**src/rtl/fft_frame_ctrl_pkg.sv**
```systemverilog
// Shared types for the streaming FFT frame controller:
// FSM state encoding and sample-memory owner codes.
package axi_stream_pckg;

    typedef enum logic [2:0] {
        IDLE = 3'd0,
        RX   = 3'd1,
        CALC = 3'd2,
        TX   = 3'd3,
        DONE = 3'd4,
        ERR  = 3'd5
    } fft_ctrl_state_t;

    localparam logic [1:0] MEM_OWN_RX  = 2'd0;
    localparam logic [1:0] MEM_OWN_FFT = 2'd1;
    localparam logic [1:0] MEM_OWN_TX  = 2'd2;

endpackage

```
**src/rtl/fft_frame_if.sv**
```systemverilog
// Handshake bundle between the frame controller and the
// AXIS slave IF, the FFT core and the AXIS master IF.
interface fft_frame_if;

    logic       rx_ready;
    logic       rx_done;
    logic       s_axis_if_busy;
    logic       fft_start;
    logic       fft_done;
    logic       fft_busy;
    logic       tx_ready;
    logic       tx_done;
    logic       m_axis_if_busy;
    logic [1:0] mem_sel;

    modport master (
        output rx_ready, fft_start, tx_ready, mem_sel,
        input  rx_done, s_axis_if_busy, fft_done,
        input  fft_busy, tx_done, m_axis_if_busy
    );

    modport slave (
        input  rx_ready, fft_start, tx_ready, mem_sel,
        output rx_done, s_axis_if_busy, fft_done,
        output fft_busy, tx_done, m_axis_if_busy
    );

endinterface

```
**src/rtl/fft_frame_ctrl_wdt.sv**
```systemverilog
// Per-stage watchdog: counts enabled cycles since the last clear
// and flags expiry on the cycle that completes the limit.
module fft_stage_wdt #(
    parameter int WDT_WDT = 32
) (
    input  logic               clk,
    input  logic               rst_n,
    input  logic               clr_i,
    input  logic               en_i,
    input  logic [WDT_WDT-1:0] limit_i,
    output logic               expired_o
);

    localparam logic [WDT_WDT-1:0] ONE = 1;

    logic [WDT_WDT-1:0] cnt_q, cnt_d;

    always_comb begin
        cnt_d = cnt_q;
        if (clr_i)
            cnt_d = '0;
        else if (en_i)
            cnt_d = cnt_q + ONE;
    end

    always_ff @(posedge clk) begin
        if (!rst_n)
            cnt_q <= '0;
        else
            cnt_q <= cnt_d;
    end

    // cnt_q is 0 in the entry cycle, so limit-1 is the last allowed cycle
    assign expired_o = en_i && (limit_i != '0)
                       && (cnt_q >= limit_i - ONE);

endmodule

```
**src/rtl/fft_frame_ctrl.sv**
```systemverilog
// Frame sequencer RX -> CALC -> TX with watchdog, frame counter
// and frame-done interrupt; every output is registered.
module fft_frame_ctrl
    import axi_stream_pckg::*;
#(
    parameter int WDT_WDT  = 32,
    parameter int FCNT_WDT = 16
) (
    input  logic                clk,
    input  logic                rst_n,
    input  logic                ctrl_en,
    input  logic                ctrl_continuous,
    input  logic                ctrl_soft_rst,
    input  logic [WDT_WDT-1:0]  timeout_cycles,
    fft_frame_if.master         bus,
    output logic [2:0]          ctrl_state,
    output logic [FCNT_WDT-1:0] frame_cnt,
    output logic                err_timeout,
    output logic [1:0]          err_stage,
    output logic                irq
);

    localparam logic [FCNT_WDT-1:0] FCNT_ONE = 1;

    fft_ctrl_state_t     state_q, state_d;
    logic                rx_ready_q, rx_ready_d;
    logic                fft_start_q, fft_start_d;
    logic                tx_ready_q, tx_ready_d;
    logic [1:0]          mem_sel_q, mem_sel_d;
    logic [FCNT_WDT-1:0] fcnt_q, fcnt_d;
    logic                err_q, err_d;
    logic [1:0]          err_stage_q, err_stage_d;
    logic                irq_q, irq_d;
    logic                tx_done_q;
    logic                tx_rise;
    logic                start_ok;
    logic                enter;
    logic                in_stage;
    logic                wdt_exp;

    assign tx_rise  = bus.tx_done & ~tx_done_q;
    assign start_ok = ctrl_en & ~bus.s_axis_if_busy
                      & ~bus.fft_busy & ~bus.m_axis_if_busy;
    assign in_stage = (state_q == RX) || (state_q == CALC)
                      || (state_q == TX);

    fft_stage_wdt #(
        .WDT_WDT (WDT_WDT)
    ) u_wdt (
        .clk       (clk),
        .rst_n     (rst_n),
        .clr_i     (enter),
        .en_i      (in_stage),
        .limit_i   (timeout_cycles),
        .expired_o (wdt_exp)
    );

    always_comb begin
        state_d = state_q;
        unique case (state_q)
            IDLE: if (start_ok) state_d = RX;
            RX: begin
                if (bus.rx_done)  state_d = CALC;
                else if (wdt_exp) state_d = ERR;
            end
            CALC: begin
                if (bus.fft_done) state_d = TX;
                else if (wdt_exp) state_d = ERR;
            end
            TX: begin
                if (tx_rise)      state_d = DONE;
                else if (wdt_exp) state_d = ERR;
            end
            DONE: state_d = (ctrl_en && ctrl_continuous) ? RX : IDLE;
            ERR:  state_d = ERR;
            default: state_d = IDLE;
        endcase
        if (ctrl_soft_rst)
            state_d = IDLE;

        enter       = (state_d != state_q);
        rx_ready_d  = enter && (state_d == RX);
        fft_start_d = enter && (state_d == CALC);
        tx_ready_d  = enter && (state_d == TX);
        irq_d       = enter && ((state_d == DONE) || (state_d == ERR));

        fcnt_d = fcnt_q;
        if (enter && (state_d == DONE))
            fcnt_d = fcnt_q + FCNT_ONE;

        err_d       = err_q;
        err_stage_d = err_stage_q;
        if (enter && (state_d == ERR)) begin
            err_d       = 1'b1;
            err_stage_d = mem_sel_q;
        end
        if (ctrl_soft_rst) begin
            err_d       = 1'b0;
            err_stage_d = MEM_OWN_RX;
        end

        unique case (state_d)
            CALC:    mem_sel_d = MEM_OWN_FFT;
            TX:      mem_sel_d = MEM_OWN_TX;
            ERR:     mem_sel_d = mem_sel_q;
            default: mem_sel_d = MEM_OWN_RX;
        endcase
    end

    always_ff @(posedge clk) begin
        if (!rst_n) begin
            state_q     <= IDLE;
            rx_ready_q  <= 1'b0;
            fft_start_q <= 1'b0;
            tx_ready_q  <= 1'b0;
            mem_sel_q   <= MEM_OWN_RX;
            fcnt_q      <= '0;
            err_q       <= 1'b0;
            err_stage_q <= MEM_OWN_RX;
            irq_q       <= 1'b0;
            tx_done_q   <= 1'b0;
        end else begin
            state_q     <= state_d;
            rx_ready_q  <= rx_ready_d;
            fft_start_q <= fft_start_d;
            tx_ready_q  <= tx_ready_d;
            mem_sel_q   <= mem_sel_d;
            fcnt_q      <= fcnt_d;
            err_q       <= err_d;
            err_stage_q <= err_stage_d;
            irq_q       <= irq_d;
            tx_done_q   <= bus.tx_done;
        end
    end

    assign bus.rx_ready  = rx_ready_q;
    assign bus.fft_start = fft_start_q;
    assign bus.tx_ready  = tx_ready_q;
    assign bus.mem_sel   = mem_sel_q;
    assign ctrl_state    = state_q;
    assign frame_cnt     = fcnt_q;
    assign err_timeout   = err_q;
    assign err_stage     = err_stage_q;
    assign irq           = irq_q;

endmodule
```
**src/flat_wrapper.sv**
```systemverilog
// flat-port wrapper written by rule: the top's interface ports become plain ports
module fft_frame_ctrl_flat import axi_stream_pckg::*;
#(
    parameter int WDT_WDT  = 32,
    parameter int FCNT_WDT = 16
)
  (clk, rst_n, ctrl_en, ctrl_continuous, ctrl_soft_rst, timeout_cycles, ctrl_state, frame_cnt, err_timeout, err_stage, irq, bus_rx_ready, bus_fft_start, bus_tx_ready, bus_mem_sel, bus_rx_done, bus_s_axis_if_busy, bus_fft_done, bus_fft_busy, bus_tx_done, bus_m_axis_if_busy);
  fft_frame_if bus_i ();
  input  logic clk;
  input  logic rst_n;
  input  logic ctrl_en;
  input  logic ctrl_continuous;
  input  logic ctrl_soft_rst;
  input  logic [WDT_WDT-1:0] timeout_cycles;
  output logic [2:0] ctrl_state;
  output logic [FCNT_WDT-1:0] frame_cnt;
  output logic err_timeout;
  output logic [1:0] err_stage;
  output logic irq;
  output wire logic [$bits(bus_i.rx_ready)-1:0] bus_rx_ready;
  output wire logic [$bits(bus_i.fft_start)-1:0] bus_fft_start;
  output wire logic [$bits(bus_i.tx_ready)-1:0] bus_tx_ready;
  output wire logic [$bits(bus_i.mem_sel)-1:0] bus_mem_sel;
  input wire logic [$bits(bus_i.rx_done)-1:0] bus_rx_done;
  input wire logic [$bits(bus_i.s_axis_if_busy)-1:0] bus_s_axis_if_busy;
  input wire logic [$bits(bus_i.fft_done)-1:0] bus_fft_done;
  input wire logic [$bits(bus_i.fft_busy)-1:0] bus_fft_busy;
  input wire logic [$bits(bus_i.tx_done)-1:0] bus_tx_done;
  input wire logic [$bits(bus_i.m_axis_if_busy)-1:0] bus_m_axis_if_busy;
  assign bus_rx_ready = bus_i.rx_ready;
  assign bus_fft_start = bus_i.fft_start;
  assign bus_tx_ready = bus_i.tx_ready;
  assign bus_mem_sel = bus_i.mem_sel;
  assign bus_i.rx_done = bus_rx_done;
  assign bus_i.s_axis_if_busy = bus_s_axis_if_busy;
  assign bus_i.fft_done = bus_fft_done;
  assign bus_i.fft_busy = bus_fft_busy;
  assign bus_i.tx_done = bus_tx_done;
  assign bus_i.m_axis_if_busy = bus_m_axis_if_busy;
  fft_frame_ctrl #(.WDT_WDT(WDT_WDT), .FCNT_WDT(FCNT_WDT)) u_core (.clk(clk), .rst_n(rst_n), .ctrl_en(ctrl_en), .ctrl_continuous(ctrl_continuous), .ctrl_soft_rst(ctrl_soft_rst), .timeout_cycles(timeout_cycles), .bus(bus_i), .ctrl_state(ctrl_state), .frame_cnt(frame_cnt), .err_timeout(err_timeout), .err_stage(err_stage), .irq(irq));
endmodule
```
**config.mk**
```make
export PLATFORM = sky130hd
export DESIGN_NAME = fft_frame_ctrl_flat
export DESIGN_NICKNAME = d
export VERILOG_FILES = /design/src/rtl/fft_frame_ctrl_pkg.sv /design/src/rtl/fft_frame_if.sv /design/src/rtl/fft_frame_ctrl_wdt.sv /design/src/rtl/fft_frame_ctrl.sv /design/src/flat_wrapper.sv
export SDC_FILE = /design/constraint.sdc
export NUM_CORES = 1
export LEC_CHECK = 0
export BUFFER_PORTS_ARGS = -buffer_cell sky130_fd_sc_hd__buf_2
export CAP_MARGIN = 30
export CORE_UTILIZATION = 25
export DETAILED_ROUTE_END_ITERATION = 8
export GPL_TIMING_DRIVEN = 0
export PLACE_DENSITY = 0.47
export SLEW_MARGIN = 20
export SYNTH_ARGS = -nofsm -noshare
export SYNTH_HDL_FRONTEND = slang
export SYNTH_SLANG_ARGS = --single-unit
```
**constraint.sdc**
```tcl
create_clock -name clk -period 11.9 [get_ports clk]
set_input_delay 1.19 -clock clk [delete_from_list [all_inputs] [get_ports clk]]
set_output_delay 1.19 -clock clk [all_outputs]
set_load 0.005 [all_outputs]
```
Word-level counts from Yosys, hierarchy flattened
Cells that the tools add are included.
{"block": "classes", "addsub": 3, "order_cmp": 1, "n_eq_ne": 11, "mux": 9, "bitwise_logic": 9, "reduce_logical": 16}
{"operator": "$add 32x1->32 const B", "count": 1}
{"operator": "$ge 32x32->1", "count": 1}
{"operator": "$reduce_bool 32->1", "count": 1}
{"operator": "$sub 32x1->32 const B", "count": 1}
{"operator": "$mux 3", "count": 6}
{"operator": "$pmux 3 s6", "count": 1}
{"operator": "$add 16x1->16 const B", "count": 1}
{"operator": "$eq 3x2->1 const B", "count": 4}
{"operator": "$eq 3x3->1 const B", "count": 4}
{"operator": "$logic_and 1x1->1", "count": 9}
{"operator": "$eq 3x1->1 const B", "count": 2}
{"operator": "$pmux 2 s3", "count": 1}
{"operator": "$not 1->1", "count": 5}
{"operator": "$and 1x1->1", "count": 4}
{"operator": "$reduce_or 2->1", "count": 2}
{"operator": "$logic_not 3->1", "count": 1}
{"operator": "$logic_or 1x1->1", "count": 3}
{"operator": "$ne 3x3->1", "count": 1}
{"operator": "$mux 1", "count": 1}
{"block": "totals", "register_bits": 61, "in_bits": 43, "out_inout_bits": 28, "word_cells": 60}

Logic depth before layout (Yosys ltp)
{"block": "depth", "word_depth": 12, "depth_mapped": 18, "ltp_nobuf": 17}

Cells and area by module
From an unflattened synthesis, not the netlist that was laid out.
{"block": "hier_totals", "hier_cells": 519, "area_unflattened_um2": 4262.8}
{"module": "fft_stage_wdt", "n_inst": 1, "cells_each": 336, "area_per_inst_um2": 2747.6, "seq_area_each_um2": 640.6}
{"module": "fft_frame_ctrl", "n_inst": 1, "cells_each": 183, "area_per_inst_um2": 1515.2, "seq_area_each_um2": 580.6}

Least setup slack after synthesis
OpenSTA, ideal clock, no wires.
{"block": "synth_timing", "path_type": "input to register", "startpoint": "input port timeout_cycles[3]", "endpoint": "register u_core.err_stage_q[0], in the netlist u_core.err_stage[0]", "t_arrival_ns": 5.167, "t_required_ns": 11.828, "path_slack_ns": 6.661, "path_stages": 17, "path_buffers": 0, "cell_sequence": "or3_1 -> nor3_1 -> nand2b_1 -> inv_1 -> nand4b_1 -> or4_2 -> nor3_1 -> xnor2_1 -> ha_1 -> nand4_1 -> nor4_1 -> a22oi_1 -> o211ai_1 -> a31o_2 -> a31oi_4 -> nor4_1 -> mux2i_1"}
{"block": "synth_between", "elab_chain_len": 9, "elab_cells_between_ends": 14, "classes_between": "add/sub: 1; order compare: 1; eq/ne: 2; mux: 6; reduce/logical: 4"}
{"item": "start: declaration", "line": "flat_wrapper.sv:14", "source": "input logic [WDT_WDT-1:0] timeout_cycles;"}
{"item": "$sub 32x1->32 or $reduce_bool 32->1 (tied branches)", "line": "fft_frame_ctrl_wdt.sv:35, fft_frame_ctrl_wdt.sv:34"}
{"item": "$ge 32x32->1 or $logic_and 1x1->1 (tied branches)", "line": "fft_frame_ctrl_wdt.sv:35, fft_frame_ctrl_wdt.sv:34"}
{"item": "$logic_and 1x1->1 (*)", "line": "fft_frame_ctrl_wdt.sv:35", "source": "&& (cnt_q >= limit_i - ONE);"}
{"item": "$mux 3 (*)", "line": "fft_frame_ctrl.sv:64, fft_frame_ctrl.sv:68, fft_frame_ctrl.sv:72"}
{"item": "$mux 3 (on tied branches)", "line": "fft_frame_ctrl.sv:71, fft_frame_ctrl.sv:63, fft_frame_ctrl.sv:67"}
{"item": "$pmux 3 s6 (*)", "line": "fft_frame_ctrl.sv:60", "source": "unique case (state_q)"}
{"item": "$mux 3 (*)", "line": "fft_frame_ctrl.sv:78", "source": "if (ctrl_soft_rst)"}
{"item": "$ne 3x3->1 or $eq 3x3->1 (tied branches)", "line": "fft_frame_ctrl.sv:81, fft_frame_ctrl.sv:93"}
{"item": "$logic_and 1x1->1 (*)", "line": "fft_frame_ctrl.sv:93", "source": "if (enter && (state_d == ERR)) begin"}
{"item": "end signal: assignment", "line": "fft_frame_ctrl.sv:130", "source": "err_stage_q <= err_stage_d;"}
{"item": "end: declaration", "line": "fft_frame_ctrl.sv:32", "source": "logic [1:0] err_stage_q, err_stage_d;"}
Every way passes the cells marked *; elsewhere a longest branch is shown, timed or not.
A chain may end at the register's enable or synchronous reset.

Worst setup path after layout
Ends and elaborated chain as after synthesis.

==> out/qor.yml <==
outcome: "finished clean"
top_signal_layer_used: "met4"
async_reset_ff_frac: 0
io_buffers: 70
setup-violations-final: 0
grt_remaining_overflow: 0
post-layout-total-power_mw: 0.476
via_count_of_the_first_global_routing_pass: 3364
worst_case_headroom_to_the_max_slew_limit: 0.464
startpoint_type_of_the_worst_setup_path: "primary input"
clock_sinks: 61
timing.setup.critical_path_class: "primary input to register"
cts_inserted_buffers: 9
grt_max_degree: 11
wl_met3_um: 374
fin_skew_ns: 0.00659
globalRouteTotalUtil: 0.123
num_antenna_cells: 0
ant_nets: 0
tritoncts: "yes"
clk_pin_slew_ns: 0.05
globalplace.congestion: 0.745
yosys.area.top_type_share: 0.303
cap_violations: 0
synth.ff_latch_count: 61
layout.filler_cells: 1695
postSynthCellCount: 483
vdd_ir_drop_max_uv: 64.4
post_cts_hold_buffer_count: 0
layout_common_cells: "78 x nor2_1, 73 x buf_2, 61 x dfxtp_1, 42 x xnor2_1, 39 x nand2_1"
max_slew.worst_pin.slew_ns: 0.797
critical_path_arrival_ns: 6.23
clock_tree.root_cell: "clkbuf_16"
wirelength_met1_mm: 4.65
detailedRoute.firstPassIterationCount: 6
finalWirelength_mm: 9.67
clock.fmax_mhz: 167
final.setup.tns_ns: 0
post_cts_repair_resize_count: 0
die_w_um: 129
number_of_h_tree_branching_levels: 3
core.rowCount: 46
final_nets: 642
route.vias.total: 3573
power_density_relative_to_cell_area_nw_per_um2: 96.8
worst-path-max-fanout: 6
synth_cell_types: 56
die_height_um: 129
cts_setup_buffers: 0
die_area_um2: 16600
ports_placed_on_the_boundary: 71
met2WireLength_mm: 4.50
start_util: 0.255
timing.critical_path.required_ns: 12.15
detail_route.drc_violations: 0
syn-mean-instance-area_um2: 8.34
drt-wirelength-per-cell_um: 12.3
clock_path_buffers: 2
vias_per_cell: 4.56
drtIter0Drc: 130
setup.worst_path.end_class: "register"
initial_antenna_violation_count: 0
synthesis.yosys.warnings: 0
grt_setup_unrepaired: "no"
synthesis_to_layout_area_growth_pct: 22.0
core_area_um2: 15800
period_share: 0.502
finalMaxSlewViolations: 0
grt_first_pass_wirelength_mm: 15.9
number_of_enable_type_register_cells_in_the_synthesized_netlist: 0
seq_area_frac_synth: 0.303
synth.net_count: 561
clkLatencyLatePin_ns: 0.33
timing.final.crit_period_ns: 5.98
postSynth.topFlopCell: "dfxtp_1"
leakagePower_nw: 1.91
min_path_type: "register to register"
synth_area_leader_cell: "dfxtp_1"
post_route_cells_drive_above_1_share: 0.194
syn_area_um2: 4030
netlist_top_cells_area: "dfxtp_1 30%, ha_1 11%, xnor2_1 9.1%"
post-dp-hpwl_mm: 7.76
hold_viol_final: 0
layout_commonest_cell: "nor2_1"
==> final cells by class <==
class / count / area (um2) / area share
clock buffers: 12 / 256 / 0.0522
well taps: 216 / 270 / 0.0550
flip-flops and latches: 61 / 1220 / 0.248
inverters: 20 / 75.1 / 0.0153
plain buffers: 13 / 83.8 / 0.0170
repair buffers: 70 / 350 / 0.0712
multi-input cells: 389 / 2650 / 0.539
clock inverters: 2 / 10.0 / 0.00204
==> cell usage after synthesis, types with 3 or more instances <==
master,count
a211oi_1,6
a21oi_1,12
and2_1,5
and3_1,7
and4_1,5
buf_2,3
clkbuf_1,6
dfxtp_1,61
ha_1,35
inv_1,20
mux2i_1,4
nand2_1,39
nand3_1,19
nand4_1,16
nor2_1,78
nor2b_1,6
nor3_1,16
nor4_1,12
o211ai_1,3
o21ai_0,12
or3_4,3
xnor2_1,42
xor2_1,33
==> cells by family after synthesis <==
logic type | Yosys count | synth area share
AO/OA/AOI/OAI | 51 | 0.0978
XOR/XNOR | 75 | 0.163
adder cells (fa/ha/maj) | 35 | 0.109
buffers and inverters | 33 | 0.0394
flip-flops | 61 | 0.303
multiplexers | 4 | 0.00994
AND/OR/NAND/NOR | 224 | 0.278
==> per-stage QoR <==
step	hold WS, ns	instances	worst slack, ns	utilization	cell area (um2)
final	0.456	783	5.92	0.311	4920
after global routing	0.491	783	5.47	0.311	4920
after floorplan	0.451	483	6.66	-	4030
after global placement	0.446	769	5.68	0.294	4650
after detailed placement	0.460	769	5.55	0.294	4650
after CTS	0.464	783	5.85	0.311	4920
==> worst paths after layout <==
path | slack [ns] | start | endpoint | depth (start not counted)
worst min register to register | 0.46 | u_core.err_stage[1] | u_core.err_stage[1] | 2
worst min-delay path | 0.46 | u_core.err_stage[1] | u_core.err_stage[1] | 2
worst max-delay path | 5.92 | timeout_cycles[3] | u_core.err_stage[0] | 18
worst max register to register | 8.74 | u_core.u_wdt.cnt_q[30] | u_core.err_stage[0] | 9
==> routing by layer <==
layer / track usage / vias up
li1: - / 1844
met1: 0.148 / 1637
met2: 0.210 / 80
met3: 0.0312 / 12
met4: 0.0415 / 0
met5: 0 / -
==> power breakdown <==
group	internal, mW	switching [mW]	leakage [nW]
logic	0.0147	0.0205	1.28
registers	0.205	0.0000359	0.491
clock network	0.149	0.0872	0.134
total	0.368	0.108	1.91
==> registers in the layout (all words and copies together) (netlist names) <==
name / count
u_core.bus.tx_ready: 1
u_core.bus.fft_start: 1
u_core.frame_cnt: 16
u_core.bus.mem_sel: 2
u_core.ctrl_state: 3
u_core.irq: 1
u_core.err_timeout: 1
u_core.tx_done_q: 1
u_core.u_wdt.cnt_q: 32
u_core.bus.rx_ready: 1
u_core.err_stage: 2
==> worst max-delay path: stages <==
cell and delay [ns]:
buf_2 0.12, or3_1 0.39, nor3_1 0.25, nand2b_1 0.14
inv_1 0.10, nand4b_1 0.24, or4_2 0.71, nor3_1 0.25
xnor2_1 0.11, ha_1 0.30, nand4_1 0.18, nor4_1 0.49
a22oi_1 0.13, o211ai_1 0.13, a31o_2 0.29, a31oi_4 0.17
nor4_1 0.74, mux2i_1 0.27
Note: power is estimated with default switching activity, not from simulation.
